## config.mk

```make
export PLATFORM = sky130hd
export DESIGN_NAME = i2s_rx_deser
export DESIGN_NICKNAME = d
export VERILOG_FILES = /design/src/rtl/i2s_rx_deser.sv
export SDC_FILE = /design/constraint.sdc
export NUM_CORES = 1
export LEC_CHECK = 0
export CORE_ASPECT_RATIO = 0.75
export CORE_MARGIN = 4
export CORE_UTILIZATION = 55
export DETAILED_ROUTE_END_ITERATION = 16
export PLACE_DENSITY = 0.76
export SYNTH_ARGS = -nofsm -noshare
export SYNTH_HDL_FRONTEND = slang
export SYNTH_SLANG_ARGS = --single-unit
```

## constraint.sdc

```tcl
create_clock -name clk_in -period 2.07 [get_ports clk_in]
set_input_delay 0.414 -clock clk_in [delete_from_list [all_inputs] [get_ports clk_in]]
set_output_delay 0.414 -clock clk_in [all_outputs]
set_load 0.01 [all_outputs]
```

## src/rtl/i2s_rx_deser.sv

```systemverilog
// Slave-mode I2S receiver: oversamples bclk/lrclk/adcdat in clk_in, deserializes MSB-first words, pairs left+right.
// Outputs update together with a one-cycle sample_valid; short words raise a one-cycle frame_err.
module i2s_rx_deser #(
  parameter int DATA_W = 16
) (
  input  logic              clk_in,
  input  logic              rst_n,
  input  logic              bclk,
  input  logic              lrclk,
  input  logic              adcdat,
  output logic [DATA_W-1:0] left_data,
  output logic [DATA_W-1:0] right_data,
  output logic              sample_valid,
  output logic              frame_err
);

  localparam int CNT_W = (DATA_W > 1) ? $clog2(DATA_W) : 1;
  localparam logic [CNT_W-1:0] LAST_BIT = CNT_W'(DATA_W - 1);

  typedef enum logic [1:0] {IDLE, SKIP, SHIFT, HOLD} state_t;

  state_t            state, state_nx;
  logic [2:0]        bclk_sync;
  logic [1:0]        lr_sync;
  logic [1:0]        dat_sync;
  logic              lr_prev;
  logic              lr_seen;
  logic              chan;
  logic              have_left;
  logic [CNT_W-1:0]  bit_cnt;
  logic [DATA_W-1:0] shreg;
  logic [DATA_W-1:0] left_shadow;

  logic bit_evt, lr_s, dat_s, lr_chg;
  logic start_word, shift_en, word_done, short_word;

  always_ff @(posedge clk_in or negedge rst_n) begin
    if (!rst_n) begin
      bclk_sync <= '0;
      lr_sync   <= '0;
      dat_sync  <= '0;
    end else begin
      bclk_sync <= {bclk_sync[1:0], bclk};
      lr_sync   <= {lr_sync[0], lrclk};
      dat_sync  <= {dat_sync[0], adcdat};
    end
  end

  assign bit_evt = bclk_sync[1] & ~bclk_sync[2];
  assign lr_s    = lr_sync[1];
  assign dat_s   = dat_sync[1];
  // No LR change can be declared until one lrclk sample exists after reset.
  assign lr_chg  = bit_evt & lr_seen & (lr_s != lr_prev);

  always_ff @(posedge clk_in or negedge rst_n) begin
    if (!rst_n) begin
      lr_prev <= 1'b0;
      lr_seen <= 1'b0;
    end else if (bit_evt) begin
      lr_prev <= lr_s;
      lr_seen <= 1'b1;
    end
  end

  always_ff @(posedge clk_in or negedge rst_n) begin
    if (!rst_n) state <= IDLE;
    else        state <= state_nx;
  end

  always_comb begin
    state_nx   = state;
    start_word = 1'b0;
    shift_en   = 1'b0;
    word_done  = 1'b0;
    short_word = 1'b0;
    case (state)
      IDLE: begin
        if (lr_chg) begin
          start_word = 1'b1;
          state_nx   = SKIP;
        end
      end
      SKIP: state_nx = SHIFT;
      SHIFT: begin
        if (lr_chg) begin
          short_word = 1'b1;
          start_word = 1'b1;
          state_nx   = SKIP;
        end else if (bit_evt) begin
          shift_en = 1'b1;
          if (bit_cnt == LAST_BIT) state_nx = HOLD;
        end
      end
      HOLD: begin
        if (lr_chg) begin
          word_done  = 1'b1;
          start_word = 1'b1;
          state_nx   = SKIP;
        end
      end
      default: state_nx = IDLE;
    endcase
  end

  always_ff @(posedge clk_in or negedge rst_n) begin
    if (!rst_n) begin
      chan         <= 1'b0;
      bit_cnt      <= '0;
      shreg        <= '0;
      left_shadow  <= '0;
      have_left    <= 1'b0;
      left_data    <= '0;
      right_data   <= '0;
      sample_valid <= 1'b0;
      frame_err    <= 1'b0;
    end else begin
      sample_valid <= 1'b0;
      frame_err    <= 1'b0;
      if (start_word) begin
        chan    <= lr_s;
        bit_cnt <= '0;
      end
      if (shift_en) begin
        shreg   <= {shreg[DATA_W-2:0], dat_s};
        bit_cnt <= bit_cnt + CNT_W'(1);
      end
      if (short_word) begin
        have_left <= 1'b0;
        frame_err <= 1'b1;
      end
      if (word_done) begin
        if (!chan) begin
          left_shadow <= shreg;
          have_left   <= 1'b1;
        end else if (have_left) begin
          // A right word only publishes when a left word precedes it.
          left_data    <= left_shadow;
          right_data   <= shreg;
          sample_valid <= 1'b1;
          have_left    <= 1'b0;
        end
      end
    end
  end

endmodule

```

==> metrics.log <==
INFO  metric fin_crit_sh = 88.4%
INFO  metric cts-buffers-inserted = 9
INFO  metric crit_type = flop to flop
INFO  metric holdBufCountCts = 0
INFO  metric start_util = approximately 58%
INFO  metric max_slew.worst_pin.slew = between 400 and 500 ps
INFO  metric synth.net_count = between 200 and 250
INFO  metric fillCellCount = approximately 390
INFO  metric cp_data_arrival_time = 2060 ps
INFO  metric synth_edf_count = 0
INFO  metric drc_errors = 0
INFO  metric yosys.cell_types.count = 28
INFO  metric timing.critical_path.cells = nand3b_1 -> nor2_2 -> and4_1 -> buf_12 -> mux2_2
INFO  metric io_buffers = 38
INFO  metric route.final.wire_length = 5030 um
INFO  metric antenna_left = 0
INFO  metric final-hold-violation-count = 0
INFO  metric avgRoutedWirePerCell = roughly 15 um
INFO  metric layout_min_cycle_time = between 1500 and 2000 ps
INFO  metric totalNegativeSetupSlack = 0 ps
INFO  metric layout-area-overhead-vs-synth = 21.3%
INFO  metric status = completed
INFO  metric largest_stage_delay_on_the_critical_path = between 400 and 500 ps
INFO  metric drive_above_1_share = 36.9%
INFO  metric design.core.area = approximately 5500 sq um
INFO  metric yosysSeqAreaShare = 64.8%
INFO  metric critPathTopFamily = simple AND/OR/NAND/NOR gates
INFO  metric leakagePower = 1.86 nW
INFO  metric worst-endpoint-required = about 2300 ps
INFO  metric post_cts_buffers = 0
INFO  metric worst_path_max_delay_cell = dfrtp_1
INFO  metric insertedDiodeCount = 0
INFO  metric synth-main-ff-cell = dfrtp_1
INFO  metric timing.slew.headroom = about 70%
INFO  metric timing.critical_path.to_type = flop
INFO  metric worst_ir_drop_vdd = slightly above 0.7 mV
INFO  metric crit_fanout = 33
INFO  metric cts_max_level = 3
INFO  metric critical_path.startpoint_type = flop
INFO  metric grt_first_pass_wirelength = roughly 8700 um
INFO  metric max-cap-violations = 0
INFO  metric max_freq = about 0.55 GHz
INFO  metric cts_resized = 0
INFO  metric initialDrtViolationCount = 34
INFO  metric die_area = just over 7000 sq um
INFO  metric timing_max_transition_violations_final = 0
INFO  metric die-height = approximately 74 um
INFO  metric global_route.usage.total = around 16%
INFO  metric hp-class = primary input to async pin
INFO  metric drt-vias-per-instance = around 5.2
INFO  metric cts_tree = built
INFO  metric worst_skew_pair.late_latency = between 300 and 400 ps
INFO  metric syn_area = 3200 sq um
INFO  metric avgSynthCellArea = approximately 16 sq um
INFO  metric total_via_count_in_the_routed_design = about 1700
INFO  metric number_of_global_route_vias_before_repair = around 1800
INFO  metric setup_viols_final = 0
INFO  metric clk_path_buf_depth = 2
INFO  metric dpl.hpwl = between 3000 and 4000 um
INFO  metric asyncSetResetFlopFracSynth = 100%
INFO  metric power_dens_cells = 876 nW/um^2
INFO  metric floorplan.rows = 23
INFO  metric crit_buf_inv = 1
INFO  metric grt_antenna_before_repair = 0
INFO  metric floorplan.die.width = 96.1 um
INFO  metric cts.sink_count = just over 80
INFO  metric ys_ff_latch = 83
INFO  metric final_core_utilization = between 70% and 80%
INFO  metric grt_setup_unrepaired = false
INFO  metric yosys_warnings = 0
INFO  metric syn-instance-count = around 200
INFO  metric boundaryPins = 39
INFO  metric cts-root-buf = clkbuf_8
INFO  metric layout.cells.most_common = dfrtp_1
INFO  metric largest_net_degree_at_the_start_of_global_routing = 84
INFO  metric grt_remaining_overflow = 0
INFO  metric layout_common_cells = dfrtp_1, mux2_2, clkdlybuf4s50_1
INFO  metric first_pass_iters = 4
INFO  metric final_net_count = approximately 260
INFO  metric skew = between 7 and 8 ps
INFO  metric clk_pin_slew_worst_paths = approximately 80 ps
INFO  metric finalWeightedCongestion = between 0.8 and 0.9
==> routing by layer <==
layer,part of all wire [%],up-vias,GRT usage [%]
met3,4.7,7,5.46
met2,48,32,25.6
met1,46,856,21.5
met5,0,-,0
met4,1.3,0,6.62
li1,-,795,-
==> cells in the mapped netlist (3+ instances only) <==
| master | count | area, sq um |
|---|---|---|
| buf_6 | 4 | 45.0 |
| nor3_1 | 3 | 15.0 |
| o21ai_0 | 3 | 15.0 |
| nor2_1 | 3 | 11.3 |
| ha_1 | 5 | 62.6 |
| mux2_2 | 66 | 743 |
| dfrtp_1 | 83 | 2080 |
| inv_1 | 4 | 15.0 |
| nand2_1 | 6 | 22.5 |
==> cells by family (layout without fill, tap and decap cells) <==
| family | count (synthesis) | after routing | synth area share (%) |
|---|---|---|---|
| compound gates | 9 | 9 | 1.68 |
| xor+xnor | 3 | 3 | 1.05 |
| fa+ha+maj | 5 | 5 | 1.95 |
| buf+inv | 11 | 62 | 2.42 |
| flops | 83 | 83 | 64.8 |
| mux | 68 | 68 | 23.8 |
| simple gates | 22 | 22 | 4.22 |
==> registers in the layout, indices dropped and copies added (netlist names) <==
signal and cells:
left_shadow 16, lr_prev 1, sample_valid 1, left_data 16, bit_cnt 4, dat_sync 2, bclk_sync 3, chan 1
have_left 1, lr_seen 1, right_data 16, state 2, frame_err 1, shreg 16, lr_sync 2
==> worst reg2reg max path, delay by kind of cell (launching register included) <==
kind          cells  cell delay [ps]
simple gates      3              690
flops             1              440
mux               1              370
buf+inv           1              210
==> final cells by class <==
| class | count | area [sq um] | area share (%) |
|---|---|---|---|
| tap | 75 | 93.8 | 2.41 |
| inverter | 4 | 15.0 | 0.386 |
| clock buffer | 12 | 165 | 4.25 |
| timing repair buffer | 43 | 453 | 11.7 |
| clock inverter | 3 | 21.3 | 0.547 |
| sequential | 83 | 2080 | 53.4 |
| multi-input combinational | 107 | 1060 | 27.3 |
==> worst paths after layout <==
kind	startpoint	end	slack, ps	cells past startpoint
worst max-delay path	lr_seen$_DFFE_PN0N_	right_data[8]$_DFFE_PN0P_	240	5
worst min-delay path	rst_n	left_shadow[9]$_DFFE_PN0P_	80	2
worst max register to register	lr_seen$_DFFE_PN0N_	right_data[8]$_DFFE_PN0P_	240	5
worst min register to register	bclk_sync[0]$_DFF_PN0_	bclk_sync[1]$_DFF_PN0_	360	0
max in group asynchronous	rst_n	state[0]$_DFFE_PN0P_	1650	2
min in group clk_in	bclk_sync[0]$_DFF_PN0_	bclk_sync[1]$_DFF_PN0_	360	0
==> per-stage QoR <==
stage	power [mW]	instance area [sq um]	cells	setup WS (ps)	hold slack, ps
after floorplan	2.18	3200	201	352	118
after global placement	2.35	3700	312	261	333
after detailed placement	2.38	3700	312	244	339
after CTS	3.45	3890	327	221	99.5
after global routing	3.58	3890	327	103	102
final	3.40	3890	327	240	83.8
==> power by group <==
part | internal (mW) | switching (mW)
clock network | 0.530 | 0.536
registers | 1.75 | 0.114
logic | 0.250 | 0.222
Note: power is estimated with default switching activity, not from simulation.
==> RTL change, RTL diff (same settings) <==
Change the parameter `DATA_W` from 16 to 8.
--- a/src/rtl/i2s_rx_deser.sv
+++ b/src/rtl/i2s_rx_deser.sv
@@ -1,7 +1,7 @@
 // Slave-mode I2S receiver: oversamples bclk/lrclk/adcdat in clk_in, deserializes MSB-first words, pairs left+right.
 // Outputs update together with a one-cycle sample_valid; short words raise a one-cycle frame_err.
 module i2s_rx_deser #(
-  parameter int DATA_W = 16
+  parameter int DATA_W = 8
 ) (
   input  logic              clk_in,
   input  logic              rst_n,
Ports: changed (resized left_data and right_data); port bits go from 39 to 23. No check against the original RTL was run, so the function may have changed too.
==> RTL change against the original RTL <==
- sequential cell count down 33
- cell area down 40%
- utilization down 1.1 points
- synthesized area down 40%
- setup slack worse by 0.072 ns
- total power down 38%
- first-iteration DRC count rose to 2.8 times the old value
- wire length down 38%
- critical path type unchanged
- largest power group unchanged
==> RTL change: results (changes against the original RTL) <==
| Metric | Value |
|---|---|
| Synthesized flop and latch total | 50 (was 83) |
| Status | finished, final reports clean (unchanged) |
| Area Growth Syn to Fin | 20.3% (was 21.3%) |
| GRT Util Overall | 0.162 (was 0.164) |
| Mapped Cells | 123 (was 201) |
| Placed instance area | 2210 sq um (was 3700 sq um) |
| Dpl ws | 0.146 ns (was 0.244 ns) |
| H-tree depth | 2 (was 3) |
| Filler instances | 235 (was 388) |
| Met3 wire length | 102 um (was 236 um) |
| IO Port Bufs | 22 (was 38) |
| CP peak stage delay | 0.38 ns (was 0.44 ns) |
| R2r endpoint | left_data[5] (was right_data[8]) |
| Sequential area share after synthesis | 0.649 (was 0.648) |
| Relative slew slack | 0.607 (was 0.718) |
| DR iter-0 viols | 96 (was 34) |
| DR WL/cell | 16.1 um (was 15.4 um) |
| Clock power frac | 0.257 (was 0.313) |
| Pleak | 1.10 nW (was 1.86 nW) |
| Later-pin clock latency in the skew report | 0.30 ns (was 0.34 ns) |
| DP Wirelength | 2.12 mm (was 3.38 mm) |
| Wl on met1 | 1.49 mm (was 2.30 mm) |
| Fin Clk Skew | 0.00828 ns (was 0.00728 ns) |
| Synth top area cells | dfrtp_1 65%, mux2_2 20%, ha_1 3.9%, mux2i_1 1.0%, o21ai_0 1.0% (was dfrtp_1 65%, mux2_2 23%, ha_1 2.0%, buf_6 1.4%, nor4b_4 0.74%) |
| Drt via density | 5.34 (was 5.17) |
| Largest net degree at the start of global routing | 51 (was 84) |
| Synthesized Nets | 134 (was 211) |
| Layout net count | 165 (was 258) |
| CTS buffer count | 5 (was 9) |
| GPL Wtd Cong | 0.759 (was 0.812) |
| Met2 routed WL | 1.46 mm (was 2.43 mm) |
| Root buf cell | clkbuf_8 (unchanged) |
| Met2 usage | 0.243 (was 0.256) |
| Layout cells sized above 1 | 0.325 (was 0.369) |
| FF-to-FF Start | bclk_sync[1] (was lr_seen) |
| R2R setup slack | 0.17 ns (was 0.24 ns) |
| Peak supply drop | 0.596 mV (was 0.705 mV) |
| GR Layer Usage met1 | 0.221 (was 0.215) |
| Met3 Resource Use GR | 0.0395 (was 0.0546) |
| First-pass GRT wire length | 5.52 mm (was 8.66 mm) |
| Gate power share | 0.182 (was 0.139) |
| Top post-synthesis cells by count | 50 x dfrtp_1, 34 x mux2_2, 6 x ha_1, 5 x nand2_1, 4 x o21ai_0 (was 83 x dfrtp_1, 66 x mux2_2, 6 x nand2_1, 5 x ha_1) |
| Via count of the first global-routing pass | 1138 (was 1767) |
RTL change: how the worst max path moves through the flow:
stage	start	to	slack [ns]	depth (start not counted)
6_report	bclk_sync[1]	left_data[5]	0.17	5
5_1_grt	bclk_sync[1]	left_data[5]	0.06	5
3_5_place_dp	bclk_sync[1]	left_shadow[1]	0.15	4
2_1_floorplan	state[0]	shreg[3]	0.29	6
3_3_place_gp	bclk_sync[1]	left_shadow[7]	0.27	4
4_1_cts	bclk_sync[1]	left_shadow[5]	0.12	4
RTL change: repair_timing:
action                                 CTS  global route
setup buffers                            0             1
resized for setup                        0             0
setup endpoints to repair                0             1
endpoints found under the hold margin    0             0
RTL change: cell families (layout without fill, tap and decap cells):
kind of cell | count (synthesis) | count (layout) | synth area share
and+or+nand+nor | 15 | 15 | 0.0526
adders and majority gates | 6 | 6 | 0.0390
muxes | 36 | 36 | 0.209
buffers and inverters | 5 | 36 | 0.0123
AOI/OAI and AO/OA | 10 | 10 | 0.0292
xor gates and xnor gates | 1 | 1 | 0.00844
DFF | 50 | 50 | 0.649
RTL change: worst reg2reg max path, delay by kind of cell, from the launching register on:
kind / cells / cell delay, ns
buffers and inverters: 1 / 0.18
AND/OR/NAND/NOR: 3 / 0.89
multiplexers: 1 / 0.34
flip-flops: 1 / 0.38
RTL change: stage by stage:
stage          power [mW]  hold slack (ns)
2_1_floorplan        1.43            0.118
3_3_place_gp         1.56            0.337
3_5_place_dp         1.58            0.348
4_1_cts              2.14            0.212
5_1_grt              2.25            0.233
6_report             2.12            0.196
RTL change: cell type report:
type | instances | share of cell area
flip-flops and latches | 50 | 0.540
multi-input cells | 68 | 0.281
repair buffers | 26 | 0.117
well taps | 40 | 0.0216
inverters | 3 | 0.00486
clock inverters | 2 | 0.00648
clock buffers | 5 | 0.0297
